--- config.mk ---
export PLATFORM = sky130hd
export DESIGN_NAME = alu_control_mdu
export DESIGN_NICKNAME = d
export VERILOG_FILES = /design/src/rtl/alu_ctrl_pkg.sv /design/src/rtl/alu_decode.sv /design/src/rtl/alu_control_mdu.sv
export SDC_FILE = /design/constraint.sdc
export NUM_CORES = 1
export LEC_CHECK = 0
export BUFFER_PORTS_ARGS = -buffer_cell sky130_fd_sc_hd__buf_2
export CORE_MARGIN = 3
export CORE_UTILIZATION = 47
export DETAILED_ROUTE_END_ITERATION = 10
export HOLD_SLACK_MARGIN = 0.12
export MAX_ROUTING_LAYER = met4
export PLACE_DENSITY = 0.81
export SYNTH_ARGS = -nofsm -noshare
export SYNTH_HDL_FRONTEND = slang
export SYNTH_SLANG_ARGS = --single-unit
export TNS_END_PERCENT = 50
--- constraint.sdc ---
create_clock -name clk -period 2.3 [get_ports clk]
set_input_delay 0.345 -clock clk [delete_from_list [all_inputs] [get_ports clk]]
set_output_delay 0.345 -clock clk [all_outputs]
set_load 0.02 [all_outputs]
--- src/rtl/alu_ctrl_pkg.sv ---
// Shared constants for the ALU control decoder and the MDU sequencer.
package alu_ctrl_pkg;

  // ALU operation codes (4-bit base encoding, zero-extended at the top)
  localparam logic [3:0] ALU_AND  = 4'b0000;
  localparam logic [3:0] ALU_OR   = 4'b0001;
  localparam logic [3:0] ALU_ADD  = 4'b0010;
  localparam logic [3:0] ALU_XOR  = 4'b0011;
  localparam logic [3:0] ALU_SUB  = 4'b0100;
  localparam logic [3:0] ALU_MUL  = 4'b0101;
  localparam logic [3:0] ALU_SLT  = 4'b0110;
  localparam logic [3:0] ALU_NOR  = 4'b0111;
  localparam logic [3:0] ALU_SLL  = 4'b1000;
  localparam logic [3:0] ALU_SRL  = 4'b1001;
  localparam logic [3:0] ALU_SRA  = 4'b1010;
  localparam logic [3:0] ALU_SLTU = 4'b1110;

  // ALUOp classes from the main control unit
  localparam logic [1:0] ALUOP_ADD   = 2'b00;
  localparam logic [1:0] ALUOP_SUB   = 2'b01;
  localparam logic [1:0] ALUOP_RTYPE = 2'b10;
  localparam logic [1:0] ALUOP_IMM   = 2'b11;

  // R-type Funct field values
  localparam logic [5:0] FN_SLL   = 6'b000000;
  localparam logic [5:0] FN_SRL   = 6'b000010;
  localparam logic [5:0] FN_SRA   = 6'b000011;
  localparam logic [5:0] FN_MFHI  = 6'b010000;
  localparam logic [5:0] FN_MFLO  = 6'b010010;
  localparam logic [5:0] FN_MULT  = 6'b011000;
  localparam logic [5:0] FN_MULTU = 6'b011001;
  localparam logic [5:0] FN_DIV   = 6'b011010;
  localparam logic [5:0] FN_DIVU  = 6'b011011;
  localparam logic [5:0] FN_MUL   = 6'b011100;
  localparam logic [5:0] FN_ADD   = 6'b100000;
  localparam logic [5:0] FN_ADDU  = 6'b100001;
  localparam logic [5:0] FN_SUB   = 6'b100010;
  localparam logic [5:0] FN_SUBU  = 6'b100011;
  localparam logic [5:0] FN_AND   = 6'b100100;
  localparam logic [5:0] FN_OR    = 6'b100101;
  localparam logic [5:0] FN_XOR   = 6'b100110;
  localparam logic [5:0] FN_NOR   = 6'b100111;
  localparam logic [5:0] FN_SLT   = 6'b101010;
  localparam logic [5:0] FN_SLTU  = 6'b101011;

  // Immediate-class Opcode values
  localparam logic [5:0] OP_ADDI  = 6'b001000;
  localparam logic [5:0] OP_ADDIU = 6'b001001;
  localparam logic [5:0] OP_SLTI  = 6'b001010;
  localparam logic [5:0] OP_SLTIU = 6'b001011;
  localparam logic [5:0] OP_ANDI  = 6'b001100;
  localparam logic [5:0] OP_ORI   = 6'b001101;
  localparam logic [5:0] OP_XORI  = 6'b001110;

  // MDU operation encodings; equal to Funct[1:0] of the MDU instructions
  localparam logic [1:0] MDU_MULT  = 2'b00;
  localparam logic [1:0] MDU_MULTU = 2'b01;
  localparam logic [1:0] MDU_DIV   = 2'b10;
  localparam logic [1:0] MDU_DIVU  = 2'b11;

  typedef enum logic {
    IDLE = 1'b0,
    BUSY = 1'b1
  } mdu_state_t;

  // mult/multu/div/divu occupy Funct 0110xx
  function automatic logic is_mdu_funct(input logic [5:0] f);
    return f[5:2] == 4'b0110;
  endfunction

endpackage

--- src/rtl/alu_decode.sv ---
// Combinational ALUOp/Funct/Opcode to ALU operation code decoder.
module alu_decode
  import alu_ctrl_pkg::*;
#(
  parameter int CTRL_W = 4
) (
  input  logic [1:0]        ALUOp,
  input  logic [5:0]        Funct,
  input  logic [5:0]        Opcode,
  output logic [CTRL_W-1:0] ALUControl
);

  logic [3:0] code;

  // Class decode; anything unlisted falls back to ADD
  always_comb begin
    code = ALU_ADD;
    case (ALUOp)
      ALUOP_SUB: code = ALU_SUB;
      ALUOP_RTYPE: begin
        case (Funct)
          FN_ADD, FN_ADDU: code = ALU_ADD;
          FN_SUB, FN_SUBU: code = ALU_SUB;
          FN_AND:          code = ALU_AND;
          FN_OR:           code = ALU_OR;
          FN_XOR:          code = ALU_XOR;
          FN_NOR:          code = ALU_NOR;
          FN_SLT:          code = ALU_SLT;
          FN_SLTU:         code = ALU_SLTU;
          FN_SLL:          code = ALU_SLL;
          FN_SRL:          code = ALU_SRL;
          FN_SRA:          code = ALU_SRA;
          FN_MUL:          code = ALU_MUL;
          default:         code = ALU_ADD;
        endcase
      end
      ALUOP_IMM: begin
        case (Opcode)
          OP_ADDI, OP_ADDIU: code = ALU_ADD;
          OP_SLTI:           code = ALU_SLT;
          OP_SLTIU:          code = ALU_SLTU;
          OP_ANDI:           code = ALU_AND;
          OP_ORI:            code = ALU_OR;
          OP_XORI:           code = ALU_XOR;
          default:           code = ALU_ADD;
        endcase
      end
      default: code = ALU_ADD;
    endcase
  end

  assign ALUControl = CTRL_W'(code);

endmodule

--- src/rtl/alu_control_mdu.sv ---
// ALU control decode plus multi-cycle MDU sequencing and HI/LO interlock.
//   state | meaning
//   IDLE  | no MDU op in flight; an MDU instruction may be accepted
//   BUSY  | MDU op in flight; cnt counts down to the HI/LO write cycle
module alu_control_mdu
  import alu_ctrl_pkg::*;
#(
  parameter int CTRL_W  = 4,
  parameter int MUL_LAT = 4,
  parameter int DIV_LAT = 32
) (
  input  logic              clk,
  input  logic              rst_n,
  input  logic [1:0]        ALUOp,
  input  logic [5:0]        Funct,
  input  logic [5:0]        Opcode,
  input  logic              instr_valid,
  input  logic              flush,
  output logic [CTRL_W-1:0] ALUControl,
  output logic              mdu_start,
  output logic [1:0]        mdu_op,
  output logic              mdu_busy,
  output logic              hilo_we,
  output logic              stall
);

  localparam int MAX_LAT = (MUL_LAT > DIV_LAT) ? MUL_LAT : DIV_LAT;
  localparam int CNT_W   = (MAX_LAT > 1) ? $clog2(MAX_LAT) : 1;
  localparam logic [CNT_W-1:0] MUL_CNT = CNT_W'(MUL_LAT - 1);
  localparam logic [CNT_W-1:0] DIV_CNT = CNT_W'(DIV_LAT - 1);

  mdu_state_t       state;
  logic [CNT_W-1:0] cnt;
  logic [1:0]       op_q;
  logic             start_q;

  logic is_mdu;
  logic is_read;
  logic accept;
  logic busy;

  alu_decode #(.CTRL_W(CTRL_W)) u_decode (
    .ALUOp      (ALUOp),
    .Funct      (Funct),
    .Opcode     (Opcode),
    .ALUControl (ALUControl)
  );

  assign is_mdu  = (ALUOp == ALUOP_RTYPE) && is_mdu_funct(Funct);
  assign is_read = (ALUOp == ALUOP_RTYPE) && ((Funct == FN_MFHI) || (Funct == FN_MFLO));
  assign busy    = (state == BUSY);
  assign accept  = !busy && instr_valid && is_mdu && !flush;

  // MDU sequencer: accept, count down the latency, return to IDLE on done or flush
  always_ff @(posedge clk) begin
    if (!rst_n) begin
      state   <= IDLE;
      cnt     <= '0;
      op_q    <= MDU_MULT;
      start_q <= 1'b0;
    end else begin
      start_q <= 1'b0;
      case (state)
        IDLE: begin
          if (accept) begin
            state   <= BUSY;
            op_q    <= Funct[1:0];
            cnt     <= Funct[1] ? DIV_CNT : MUL_CNT;
            start_q <= 1'b1;
          end
        end
        BUSY: begin
          if (flush || (cnt == '0)) begin
            state <= IDLE;
            cnt   <= '0;
          end else begin
            cnt <= cnt - 1'b1;
          end
        end
        default: begin
          state <= IDLE;
          cnt   <= '0;
        end
      endcase
    end
  end

  // Outputs are held at their reset values while rst_n is low; flush kills start and write-back
  assign mdu_busy  = rst_n && busy;
  assign mdu_op    = rst_n ? op_q : MDU_MULT;
  assign mdu_start = rst_n && start_q && !flush;
  assign hilo_we   = rst_n && busy && (cnt == '0) && !flush;
  assign stall     = rst_n && instr_valid && busy && (is_read || is_mdu);

endmodule

### Word-level counts from Yosys, hierarchy flattened

Memory sizes are Yosys's and may differ from the RTL's.
Cells that the tools add are included.

* add/subtract/negate cells: 1
* equality and inequality tests: 12
* multiplexer cells: 10
* bitwise operators: 2
* reduce and logical (&&, ||, !) cells: 21

Operators with widths (number)
* $eq 6x4->1 const B: 5
* $pmux 4 s5: 1
* $mux 5: 3
* $logic_and 1x1->1: 13
* $eq 6x5->1 const B: 2
* $pmux 4 s3: 1
* $pmux 5 s2: 1
* $logic_not 5->1: 1
* $sub 5x1->5 const B: 1
* $eq 2x2->1 const B: 2
* $eq 4x3->1 const B: 1
* $logic_or 1x1->1: 3
* $eq 2x1->1 const B: 1
* $logic_not 1->1: 2
* $mux 1: 2
* $mux 2: 1
* $ne 2x2->1 const B: 1
* $not 1->1: 2
* $pmux 1 s2: 1
* $reduce_and 2->1: 1
* $reduce_or 2->1: 1

* flip-flop bits (word level): 9
* ROM bits: 256
* logic and storage cells: 51
* memories kept: 1

Memory list
* (name not given): depth 64, width 4, read ports 1, clocked after memory_dff 0, write ports 0, line alu_decode.sv:21 `case (Funct)`

### Depth between registers and ports, before layout

* depth after elaboration: 6
* depth in mapped cells: 6
* depth with buffers taken out: 6

### Hierarchy

A second synthesis with hierarchy kept.

* cells, all modules: 102
* area, all modules: 780.7 µm²

By module, submodules not included
* alu_control_mdu: times used 1, cells an instance 63, area each 518.0 µm²
* alu_decode: times used 1, cells an instance 39, area each 262.8 µm²

### Worst setup path before layout

No wires, ideal clock.

* path kind: input -> output
* start point: input port ALUOp[1]
* end point: output port stall
* arrival: 2012 ps
* setup slack: -57 ps
* stages on the path: 3
* buffers on the path: 1
* cell sequence: buf_4 -> or3b_4 -> a2111oi_0

* cells in the longest elaborated chain, start to end: 4
* elaborated cells on any way between the ends: 5
* those cells by class: 1 x eq/ne; 4 x reduce/logical

Ends and longest elaborated chain
* start: declaration: line alu_control_mdu.sv:14 `input logic [1:0] ALUOp,`
* $eq 2x2->1 (*): line alu_control_mdu.sv:49, alu_control_mdu.sv:50
* $logic_and 1x1->1, on equally long branches: line alu_control_mdu.sv:50, alu_control_mdu.sv:49
* $logic_or 1x1->1 (*): line alu_control_mdu.sv:93 `assign stall = rst_n && instr_valid && busy && (is_read || is_mdu);`
* $logic_and 1x1->1 (*): line alu_control_mdu.sv:93
* end: declaration: line alu_control_mdu.sv:24 `output logic stall`

Every way passes the cells marked *; elsewhere a longest branch is shown, timed or not.

### Worst setup path after layout

* start point: register state (netlist: busy)
* end point: output port stall

* cells in the longest elaborated chain, start to end: 2

Ends and longest elaborated chain
* start: declaration: line alu_control_mdu.sv:32 `mdu_state_t state;`
* start signal: assignment: line alu_control_mdu.sv:57 `state <= IDLE;`
* start signal: assignment: line alu_control_mdu.sv:66 `state <= BUSY;`
* start signal: assignment: line alu_control_mdu.sv:74 `state <= IDLE;`
* $logic_and 1x1->1 (2 in a row): line alu_control_mdu.sv:93

Every way passes these cells.

==> flow_summary.toml <==
[worst_setup_path]
path_max_fanout = 11
cp-start-kind = "flip-flop"
endpoint_kind = "primary output"
cp.required_ns = 1.96
crit_arrival_ns = 1.63
path_class = "reg2out"
r2r_slack_ns = 0.67

[clock_tree]
clock-sinks = 9
postCtsHoldBufs = 0
clk_pin_slew_ns = 0.06
cts_resized = 0
clockBufferDepth = 2
cts-root-buf = "clkbuf_4"
cts_buffers = 3
clk_latency_ns = 0.26
cts_setup_buffers = 0
htreeDepth = 1
cts_tree = "done"

[cells_and_area]
filler_cell_count = 120
syn_to_final_growth_pct = 20.54
multiInputGateArea_um2 = 501.7
register_area_um2 = 180.2
finish.utilization_pct = 64.80
drive_gt1_share_pct = 29.51
antennaDiodeCount = 0
fin_cells = 137
fin_nets = 143

[sta]
setup_ws_ns = 0.3267
slew_headroom_pct = 68.58
hold_ws_ns = 0.3874
fin_worst_skew_ns = 0.0006893
period_needed_ns = 1.973
rsz0062_at_grt = "no"
tightest_slew_ns = 0.4649
hold_viol_final = 0
slew_violations = 0
fin_crit_sh_pct = 85.79
setup_viol = 0
fin_tns_setup_ns = 0
max_freq_mhz = 506.8

[placed_design]
port_buffers = 27
placedCellCount = 133
gp_congestion = 0.8193
pre_cts_ws_ns = 0.3928
dp.final_hpwl_um = 1387

[synthesis]
yosysSeqAreaShare_pct = 24.24
yosys_warnings = 0
synth_edf_count = 0
syn_area_um2 = 743.2
synthDistinctLibCells = 44
avgSynthCellArea_um2 = 7.662
synth-seq-cells = 9
netlist_instances = 97
syn_nets = 117
synth_flop_cell = "dfxtp_1"
synth-async-reset-ratio_pct = 0

[grt]
grt_max_degree = 13
grt_use_total_pct = 20.48
antenna_found_initial = 0
grt_pass1_wl_um = 2967
grt_pass1_vias = 678
gr-total-overflow = 0

[routing]
drt-total-wl_um = 1821
first_pass_iters = 4
drtIter0Drc = 11
vias_per_cell = 5.993
wire_per_inst_um = 13.29
ant_nets = 0
drc_errors = 0
vias = 821

[power]
leakagePower_nw = 0.3819
ir_drop_mv = 0.2830
power.density_nw_per_um2 = 394.8

[floorplan]
core_area_um2 = 1383
start_util_pct = 53.76
die_h_um = 45.77
io_pins = 28
die_w_um = 45.77
fp.dieArea_um2 = 2094
core.rowCount = 13

[run]
drv_cap = 0

[status]
status = "complete, no violations"

[worst_hold_path]
hold_class = "in2reg"
-- cells in the final DEF, fill, tap and decap left out, drive strengths merged, types with 2 or more instances in the layout --
cell and count:
buf 27, and2 3, dfxtp 9, o211ai 2
nand3 4, nor2 3, nand3b 3, inv 9
or4 2, nand2 10, o21ai 6, o21a 2
ha 2, a21oi 5, nor4 2, clkbuf 4
nor3b 3, a31oi 3, o31ai 2
-- worst paths after layout --
check	from	to	cells after the start
max	busy$_SDFF_PN0_	stall	3
min	rst_n	cnt[1]$_SDFFE_PN0P_	2
max reg2reg	cnt[1]$_SDFFE_PN0P_	cnt[2]$_SDFFE_PN0P_	6
min reg2reg	op_q[1]$_SDFFE_PN0P_	op_q[1]$_SDFFE_PN0P_	2
-- report_power, final --
group          switching, mW  internal (mW)  total, mW
Combinational         0.0440         0.0312     0.0752
Sequential          0.000507          0.156      0.157
Clock                 0.0547         0.0668      0.121
-- critical path: stages (launching register included) --
cell	delay, ns
dfxtp_1	0.57
nand2_1	0.20
a2111oi_1	0.36
buf_2	0.24
-- cells by family (layout without fill, tap and decap cells) --
logic type                 Yosys count  in the layout  synth area share, %
AOI/OAI and AO/OA                   31             31                29.29
xor gates and xnor gates             2              2                2.357
adders and majority gates            2              2                3.366
buffers and inverters               15             40                8.418
DFF                                  9              9                24.24
and+or+nand+nor                     38             38                32.33
-- stage by stage --
| step | cell area, um^2 | total power, mW |
|---|---|---|
| 6_report | 895.9 | 0.3536 |
| 2_1_floorplan | 744.5 | 0.2064 |
| 3_3_place_gp | 869.6 | 0.2329 |
| 4_1_cts | 895.9 | 0.3584 |
| 5_1_grt | 895.9 | 0.3729 |
| 3_5_place_dp | 869.6 | 0.2344 |
-- Yosys cell counts, drive strengths merged, types with 2 or more instances --
cell type	number	area, um^2
inv	9	33.78
or4	2	18.77
and2	3	18.77
ha	2	25.02
nor4	2	27.53
nand3	4	20.02
o21a	2	15.01
dfxtp	9	180.2
a21oi	5	28.78
nand3b	3	22.52
nor3b	3	22.52
o21ai	6	30.03
clkbuf	3	11.26
o211ai	2	15.01
buf	3	17.52
nand2	10	37.54
nor2	3	11.26
a31oi	3	18.77
o31ai	2	15.01
-- registers in the layout, summed over array words and instances (netlist names) --
register and flops:
busy 1, cnt 5, start_q 1, op_q 2
-- final cells by class --
| class | instances | area share (%) |
|---|---|---|
| Clock buffer | 4 | 2.933 |
| Inverter | 9 | 3.771 |
| Tap cell | 15 | 2.095 |
| Sequential cell | 9 | 20.11 |
| Timing Repair Buffer | 27 | 15.08 |
| Multi-Input combinational cell | 73 | 56.01 |
-- layer usage --
| layer | up-vias | global-route usage (%) | routed length (um) |
|---|---|---|---|
| li1 | 416 | - | - |
| met1 | 362 | 28.47 | 860 |
| met2 | 38 | 27.30 | 739 |
| met3 | 5 | 7.115 | 198 |
| met4 | 0 | 6.818 | 23 |
| met5 | - | - | 0 |
Note: power is estimated with default switching activity, not from simulation.
